--- src/rtl/mem_ctrl.sv ---
// Purpose : LC3-style memory controller; MAR/MDR registers plus an IDLE/ACCESS/DONE handshake FSM.
// Latency : access starts on the edge that samples mio_en; ready is high the cycle after mem_ack is sampled.
// Backpres: waits in ACCESS until mem_ack (or the optional timeout); ld_mar/ld_mdr/r_w are ignored meanwhile.
//
// Ports:
//   clk, reset            - clock, synchronous active-high reset
//   bus_in, ld_mar, ld_mdr - processor bus and register load enables (honoured in IDLE only)
//   mio_en, r_w           - access request and direction (1 = write)
//   mar, mdr, ready       - address/data registers, one-cycle completion pulse
//   mem_req, mem_we, mem_addr, mem_wdata, mem_rdata, mem_ack - memory-side handshake
//   timeout_err           - sticky timeout flag
// Build option: define MEM_CTRL_TIMEOUT_EN to abandon accesses that receive no mem_ack
// within TIMEOUT_CYCLES ACCESS cycles; otherwise timeout_err is tied low.
module mem_ctrl #(
  parameter int DATA_W         = 16,
  parameter int TIMEOUT_CYCLES = 15
) (
  input  logic              clk,
  input  logic              reset,
  input  logic [DATA_W-1:0] bus_in,
  input  logic              ld_mar,
  input  logic              ld_mdr,
  input  logic              mio_en,
  input  logic              r_w,
  output logic [DATA_W-1:0] mar,
  output logic [DATA_W-1:0] mdr,
  output logic              ready,
  output logic              mem_req,
  output logic              mem_we,
  output logic [DATA_W-1:0] mem_addr,
  output logic [DATA_W-1:0] mem_wdata,
  input  logic [DATA_W-1:0] mem_rdata,
  input  logic              mem_ack,
  output logic              timeout_err
);

  typedef enum logic [1:0] {
    IDLE   = 2'd0,
    ACCESS = 2'd1,
    DONE   = 2'd2
  } state_t;

  state_t            state, state_nxt;
  logic [DATA_W-1:0] mar_q, mar_nxt;
  logic [DATA_W-1:0] mdr_q, mdr_nxt;
  logic              we_q, we_nxt;
  logic              tmo_hit;

`ifdef MEM_CTRL_TIMEOUT_EN
  localparam int CNT_W = $clog2(TIMEOUT_CYCLES + 1);

  logic [CNT_W-1:0] cnt_q;
  logic             err_q;

  // Fires in the last permitted ACCESS cycle; mem_ack in that same cycle wins.
  assign tmo_hit = (state == ACCESS) && !mem_ack &&
                   (cnt_q == CNT_W'(TIMEOUT_CYCLES - 1));

  always_ff @(posedge clk) begin
    if (reset) begin
      cnt_q <= '0;
      err_q <= 1'b0;
    end else begin
      if (state == ACCESS) cnt_q <= cnt_q + 1'b1;
      else                 cnt_q <= '0;
      if (tmo_hit)         err_q <= 1'b1;
    end
  end

  assign timeout_err = err_q;
`else
  assign tmo_hit     = 1'b0;
  assign timeout_err = 1'b0;
`endif

  always_ff @(posedge clk) begin
    if (reset) begin
      state <= IDLE;
      mar_q <= '0;
      mdr_q <= '0;
      we_q  <= 1'b0;
    end else begin
      state <= state_nxt;
      mar_q <= mar_nxt;
      mdr_q <= mdr_nxt;
      we_q  <= we_nxt;
    end
  end

  always_comb begin
    state_nxt = state;
    mar_nxt   = mar_q;
    mdr_nxt   = mdr_q;
    we_nxt    = we_q;
    case (state)
      IDLE: begin
        if (ld_mar) mar_nxt = bus_in;
        // MDR is the write-data source once an access is requested, so a
        // concurrent ld_mdr must not disturb it.
        if (ld_mdr && !mio_en) mdr_nxt = bus_in;
        // A simultaneous ld_mar defers the start so the new address is used.
        if (mio_en && !ld_mar) begin
          we_nxt    = r_w;
          state_nxt = ACCESS;
        end
      end
      ACCESS: begin
        if (mem_ack) begin
          if (!we_q) mdr_nxt = mem_rdata;
          state_nxt = DONE;
        end else if (tmo_hit) begin
          state_nxt = DONE;
        end
      end
      DONE:    state_nxt = IDLE;
      default: state_nxt = IDLE;
    endcase
  end

  assign mar       = mar_q;
  assign mdr       = mdr_q;
  assign mem_addr  = mar_q;
  assign mem_wdata = mdr_q;
  assign mem_we    = we_q;
  assign mem_req   = (state == ACCESS);
  assign ready     = (state == DONE);

endmodule
--- config.mk ---
export PLATFORM = sky130hd
export DESIGN_NAME = mem_ctrl
export DESIGN_NICKNAME = d
export VERILOG_FILES = /design/src/rtl/mem_ctrl.sv
export SDC_FILE = /design/constraint.sdc
export NUM_CORES = 1
export LEC_CHECK = 0
export ABC_AREA = 1
export CAP_MARGIN = 20
export CORE_MARGIN = 10
export CORE_UTILIZATION = 38
export CTS_BUF_LIST = sky130_fd_sc_hd__clkbuf_4 sky130_fd_sc_hd__clkbuf_8 sky130_fd_sc_hd__clkbuf_16
export CTS_CLUSTER_DIAMETER = 100
export DETAILED_ROUTE_END_ITERATION = 7
export PLACE_DENSITY = 0.8
export SYNTH_ARGS = -nofsm -noshare
export SYNTH_HDL_FRONTEND = slang
export SYNTH_SLANG_ARGS = --single-unit
--- constraint.sdc ---
create_clock -name clk -period 1.4 [get_ports clk]
set_input_delay 0.14 -clock clk [delete_from_list [all_inputs] [get_ports clk]]
set_output_delay 0.14 -clock clk [all_outputs]
set_load 0.1 [all_outputs]
==> results.yml, run 1 <==
run_status:
  outcome: "completed"
routing:
  num_vias: 1983
  drt-initial-drc-count: 94
  first_pass_iters: 5
  wl_mm: 6.561
  antenna_left: 0
  route.detailed.drc: 0
  vias_per_cell: 4.733
  wl_per_cell_um: 15.66
sta:
  setup_tns_ns: 0
  rsz0062_at_grt: "no"
  clock_skew_ns: 0.004960
  fin_crit_ns: 1.285
  finalSetupViolCount: 0
  slew_viol_final: 0
  post-route-period-util: 0.9180
  max_freq_mhz: 778.1
  finalHoldViolations: 0
critical_path:
  crit_type: "reg2out"
  end_kind: "output port"
  reg2reg_from: "state[1]$_SDFFE_PP0P_"
  critical_path_arrival_ns: 1.15
  ff2ff_path_depth: 8
  worstSetupStartpointType: "register"
  cp-startpoint: "state[0]$_SDFFE_PP0P_"
  crit_required_ns: 1.26
  crit_fanout: 7
finish:
  final_nets: 390
  fin_area_um2: 3618
  nFillCells: 336
  seqCellArea_um2: 747.0
  n_antenna_cell: 0
  areaGrowthSynthToFinish_pct: 92.16
  multiInputGateArea_um2: 799.5
  drive_gt1_frac: 0.3636
die:
  die-height_um: 90.40
  coreArea_um2: 4755
  die_w_um: 90.40
  fp.dieArea_um2: 8171
  ios: 107
  core.rowCount: 25
  floorplan.initialDensity: 0.3961
yosys:
  yosysUniqueCellTypes: 23
  yosysSeqAreaShare: 0.3721
  synth_seq_cells: 35
  synth.avg_cell_area_um2: 6.823
  netlist_area_um2: 1883
  yosys_warnings: 0
  synth_nets: 315
  postSynthCellCount: 276
clocking:
  htreeDepth: 2
  tritoncts: "yes"
  clkLatencyLatePin_ns: 0.29
  cts_root_buf: "clkbuf_8"
  path_clk_slew_ns: 0.07
  numCtsBuffers: 5
  cts.sinks: 35
  cts_max_path_buffers: 2
  ctsHoldBuffers: 0
pwr:
  leakage_nw: 1.627
  pwr_density_cell_nw_per_um2: 1294
  ir_drop_uv: 598.7
placed_design:
  placed_cell_area_um2: 3465
  dp_hpwl_mm: 5.432
  gp_congestion: 0.8553
  portBuffers: 105
worst_hold_path:
  min_path_cells: 3
  hold_path.class: "in2reg"
  hold_path_startpoint: "r_w"
global_routing:
  grt_use_total: 0.1606
  antenna_found_initial: 0
  grt_max_degree: 25
  grt_pass1_vias: 2100
  grt_pass1_wl_mm: 10.72
  grt_overflow_total: 0
flow_run:
  maxCapViolations: 0
==> layer usage <==
| layer | GRT usage | vias to the layer above | wire, um |
|---|---|---|---|
| met4 | 0.04907 | 0 | 115 |
| met3 | 0.08645 | 10 | 766 |
| met5 | 0 | - | 0 |
| met1 | 0.1546 | 907 | 2329 |
| li1 | - | 962 | - |
| met2 | 0.2881 | 104 | 3349 |
==> metrics by stage <==
stage / instances / utilization / hold WS (ns) / power [W] / setup WS (ns)
3_5_place_dp: 411 / 0.7287 / 0.4977 / 0.003625 / -0.07461
5_1_grt: 419 / 0.7611 / 0.4465 / 0.004836 / 0.01420
2_1_floorplan: 276 / - / 0.2017 / 0.002783 / -0.1462
4_1_cts: 419 / 0.7574 / 0.4430 / 0.004720 / 0.01550
6_report: 419 / 0.7611 / 0.4437 / 0.004682 / 0.1148
3_3_place_gp: 411 / 0.7287 / 0.4819 / 0.003590 / -0.03009
==> kinds of logic after synthesis <==
logic type             share of synthesized area
AOI/OAI and AO/OA                        0.05847
and+or+nand+nor                           0.3528
buffers and inverters                     0.2146
DFF                                       0.3721
other                                   0.001991
==> Yosys cell counts <==
cell      count  area share
nand3b_1      4       0.016
nor2_2        1      0.0033
nor2_1       63        0.13
inv_1        17       0.034
nand3_1      17       0.045
nor3_1        1      0.0027
inv_2         1      0.0020
o21ai_0      13       0.035
buf_6         5       0.030
clkbuf_1      2      0.0040
clkinv_2      1      0.0027
nand2_4       4       0.024
o21ai_1       3      0.0080
dfxtp_1      35        0.37
buf_2         3      0.0080
nand2_2       1      0.0033
clkbuf_2      1      0.0027
nand2_1      62        0.12
buf_4        33        0.13
a21oi_1       6       0.016
nand4_1       1      0.0033
conb_1        1      0.0020
nor2_4        1      0.0060
==> sequential cells by signal, indices dropped and copies added, names as in the netlist <==
signal	cells
mem_we	1
mdr	16
mar	16
state	2
==> layout by cell type, fill, tap and decap left out, types with 6 or more instances in the layout <==
cell type         n
nor2_1           62
o21ai_0          13
nand2_1          62
inv_1            16
buf_4             6
nand3_1          17
a21oi_1           6
dfxtp_2          34
buf_12           67
clkdlybuf4s50_1  38
==> where the power goes <==
part / switching (W) / internal (W)
clock: 0.000376 / 0.000710
combinational: 0.00152 / 0.000816
sequential: 0.000164 / 0.00110
==> critical path: stages (launching register included) <==
cell and delay, ns:
dfxtp_4 0.42, inv_2 0.06, nor2_4 0.18, buf_12 0.20
==> area by class of cell <==
cell class / instances / share of cell area
timing repair buffer: 112 / 0.4914
multi-input combinational: 178 / 0.2210
sequential: 35 / 0.2064
tap: 67 / 0.02317
inverter: 19 / 0.02040
clock buffer: 5 / 0.01902
clock inverter: 3 / 0.01867
==> final timing paths <==
check,to,slack [ns]
max,mem_req,0.11
min,mem_we$_SDFFE_PP0P_,0.44
max reg2reg,mdr[10]$_SDFFE_PP0P_,0.14
min reg2reg,mem_we$_SDFFE_PP0P_,0.51
==> timing repair <==
item / 4_1_cts / 5_1_grt
resized for setup: 0 / 5
setup buffers: 0 / 0
endpoints found under the hold margin: 0 / 0
endpoints found under the setup margin: 0 / 30
(Power assumes the default switching activity.)
==> run 2, diff against run 1 <==
==> config.mk (replaced) <==
export PLATFORM = sky130hd
export DESIGN_NAME = mem_ctrl
export DESIGN_NICKNAME = d
export VERILOG_FILES = /design/src/rtl/mem_ctrl.sv
export SDC_FILE = /design/constraint.sdc
export NUM_CORES = 1
export LEC_CHECK = 0
export CAP_MARGIN = 20
export CORE_MARGIN = 10
export CORE_UTILIZATION = 39
export CTS_BUF_LIST = sky130_fd_sc_hd__clkbuf_4 sky130_fd_sc_hd__clkbuf_8 sky130_fd_sc_hd__clkbuf_16
export CTS_CLUSTER_DIAMETER = 100
export DETAILED_ROUTE_END_ITERATION = 7
export PLACE_DENSITY = 0.81
export SLEW_MARGIN = 20
export SYNTH_ARGS = -nofsm -noshare
export SYNTH_HDL_FRONTEND = slang
export SYNTH_SLANG_ARGS = --single-unit
==> run 2 against run 1 <==
Design area increased by 4.2%. Largest power group unchanged. Register-to-register slack worse by 0.10 ns. Global-route usage is 0.25 points lower. Via count decreased by 8.6%. Die area fell by 0.59%. Combinational power decreased by 6%.
==> results.yml, run 2 <==
sta:
  hold_slack_ns: 0.4270
  clock_skew_ns: 0.004841
  slew_viol_final: 0
  post-route-period-util: 0.9731
  finalHoldViolations: 0
  max_freq_mhz: 734.0
  finalSetupViolCount: 0
  rsz0062_at_grt: "yes"
  fin_crit_ns: 1.362
yosys:
  synth_top_area_frac: 0.3653
  netlist_area_um2: 1918
  synth_most_common_cell: "buf_4"
  yosys_warnings: 0
  synth_edf_count: 0
  ys_top_cells_by_area: "dfxtp_1 (37%), buf_4 (14%), a211oi_1 (8.6%)"
  synth_seq_cells: 35
  netlist.top_cell.by_area: "dfxtp_1"
  synth_nets: 257
  synthTopCellsByCount: "buf_4 (36), dfxtp_1 (35), nand2_1 (33)"
  postSynthCellCount: 218
  synth_ff_type: "dfxtp_1"
  postSynth.asyncResetShare: 0
  yosysSeqAreaShare: 0.3653
  synth.avg_cell_area_um2: 8.799
  yosysUniqueCellTypes: 25
placed_design:
  portBuffers: 105
  gp_congestion: 0.7489
  dp_hpwl_mm: 5.292
pwr:
  ir_drop_uv: 832.6
  switching_power_w: 0.001849
  internal_power_w: 0.002292
  power_w: 0.004141
  p_seq_frac: 0.298
  leakage_nw: 1.435
  swShare: 0.4464
  p_comb_frac: 0.526
  power.share.clock: 0.176
  pwr_density_cell_nw_per_um2: 1098
routing:
  antenna_left: 0
  vias_per_cell: 4.954
  route.detailed.drc: 0
  first_pass_iters: 4
  wl_per_cell_um: 18.48
  drt-initial-drc-count: 90
  wl_mm: 6.763
  num_vias: 1813
die:
  die-height_um: 90.13
  core.rowCount: 25
  fp.dieArea_um2: 8123
  coreArea_um2: 4755
  floorplan.initialDensity: 0.4034
  ios: 107
  die_w_um: 90.13
finish:
  drive_gt1_frac: 0.5184
  areaGrowthSynthToFinish_pct: 96.61
  final_nets: 337
  mostFrequentLayoutCells: "buf_12 (72), clkdlybuf4s50_1 (38), nand2_1 (33)"
  layout_commonest_cell: "buf_12"
  n_antenna_cell: 0
clocking:
  ctsHoldBuffers: 0
  htreeDepth: 2
  clkLatencyLatePin_ns: 0.28
  cts.sinks: 35
  cts_root_buf: "clkbuf_8"
  path_clk_slew_ns: 0.07
  cts_max_path_buffers: 2
  numCtsBuffers: 5
  tritoncts: "yes"
global_routing:
  grt_pass1_vias: 1917
  antenna_found_initial: 0
  grt_pass1_wl_mm: 10.47
  grt_max_degree: 36
  grt_overflow_total: 0
  grt_use_total: 0.1581
worst_hold_path:
  hold_path.class: "in2reg"
  hold_path_startpoint: "bus_in[3]"
  min_path_cells: 3
  hold_end: "mar[3]$_SDFFE_PP0P_"
critical_path:
  worstSetupStartpointType: "register"
  ff2ff_path_depth: 5
  crit_fanout: 11
  end_kind: "register"
  ff2ff_setup_slack_ns: 0.04
  reg2reg_from: "state[0]$_SDFFE_PP0P_"
  cp-startpoint: "state[0]$_SDFFE_PP0P_"
  r2r-end: "mdr[3]$_SDFFE_PP0P_"
  critical_path_arrival_ns: 1.56
  crit_type: "reg2reg"
  crit_required_ns: 1.59
flow_run:
  maxCapViolations: 0
run_status:
  outcome: "completed"
-- run 2: how the worst max path moves through the flow --
stage / cells past startpoint / endpoint / slack [ns]
after global placement: 5 / mdr[8]$_SDFFE_PP0P_ / -0.05
final: 5 / mdr[3]$_SDFFE_PP0P_ / 0.04
after CTS: 5 / mar[12]$_SDFFE_PP0P_ / 0.02
after global routing: 5 / mdr[12]$_SDFFE_PP0P_ / -0.03
after floorplan: 4 / mem_req / -0.01
after detailed placement: 5 / mdr[7]$_SDFFE_PP0P_ / -0.14
-- run 2: cells by family (layout without fill, tap and decap cells) --
family / Yosys count / count (layout) / synth area share
simple gates: 78 / 78 / 0.2440
buf+inv: 53 / 134 / 0.1853
compound gates: 50 / 50 / 0.1983
flops: 35 / 35 / 0.3653
other cells: 1 / 1 / 0.001955
mux: 1 / 1 / 0.005219
-- run 2: what timing repair did --
action | 4_1_cts | 5_1_grt
setup buffers | 0 | 2
endpoints found under the setup margin | 3 | 14
gates cloned | 0 | 1
gates resized for setup | 3 | 2
pin swaps | 0 | 2
-- run 2: metal layers --
metal / vias to the layer above / share of wire / GRT usage
met5: - / 0 / 0
met4: 0 / 0.022 / 0.05172
met3: 10 / 0.068 / 0.05985
met2: 64 / 0.53 / 0.2839
met1: 859 / 0.38 / 0.1654
li1: 880 / - / -
-- run 2: critical path: stages, from the launching register on --
cell       delay, ns
dfxtp_4         0.40
nor4b_4         0.31
buf_4           0.17
clkbuf_16       0.15
nor3_2          0.05
a211oi_2        0.19
-- run 2: power by group through the flow --
stage	sequential [W]	combinational, W	clock (W)
after global routing	0.00125	0.00224	0.000800
after global placement	0.00126	0.00214	0
after CTS	0.00124	0.00217	0.000743
after detailed placement	0.00126	0.00217	0
after floorplan	0.00169	0.000930	0
final	0.00123	0.00218	0.000727
-- run 2: layout make-up --
class	count	area [um2]
well taps	67	83.83
flip-flops and latches	35	752.0
clock buffers	7	83.83
multi-input cells	130	887.1
fillers	264	983.4
repair buffers	125	1956
inverters	1	3.754
clock inverters	1	5.005
-- run 2: stage by stage --
| step | setup TNS (ns) | setup WS [ns] | instance area (um2) | std cells | utilization |
|---|---|---|---|---|---|
| floorplan | -0.01220 | -0.01220 | 1988 | 218 | - |
| global placement | -1.231 | -0.05416 | 3626 | 355 | 0.7626 |
| detailed placement | -2.658 | -0.1377 | 3626 | 355 | 0.7626 |
| CTS | 0 | 0.01806 | 3722 | 363 | 0.7829 |
| global route | -0.2444 | -0.02979 | 3771 | 366 | 0.7932 |
| finish | 0 | 0.03767 | 3771 | 366 | 0.7932 |
==> run 3, diff against run 2 <==
--- a/config.mk
+++ b/config.mk
@@ -5,7 +5,6 @@
 export SDC_FILE = /design/constraint.sdc
 export NUM_CORES = 1
 export LEC_CHECK = 0
-export CAP_MARGIN = 20
 export CORE_MARGIN = 10
 export CORE_UTILIZATION = 39
 export CTS_BUF_LIST = sky130_fd_sc_hd__clkbuf_4 sky130_fd_sc_hd__clkbuf_8 sky130_fd_sc_hd__clkbuf_16
==> results of run 3 <==
No change in the layout: final DEF, timing and power equal those of run 2.
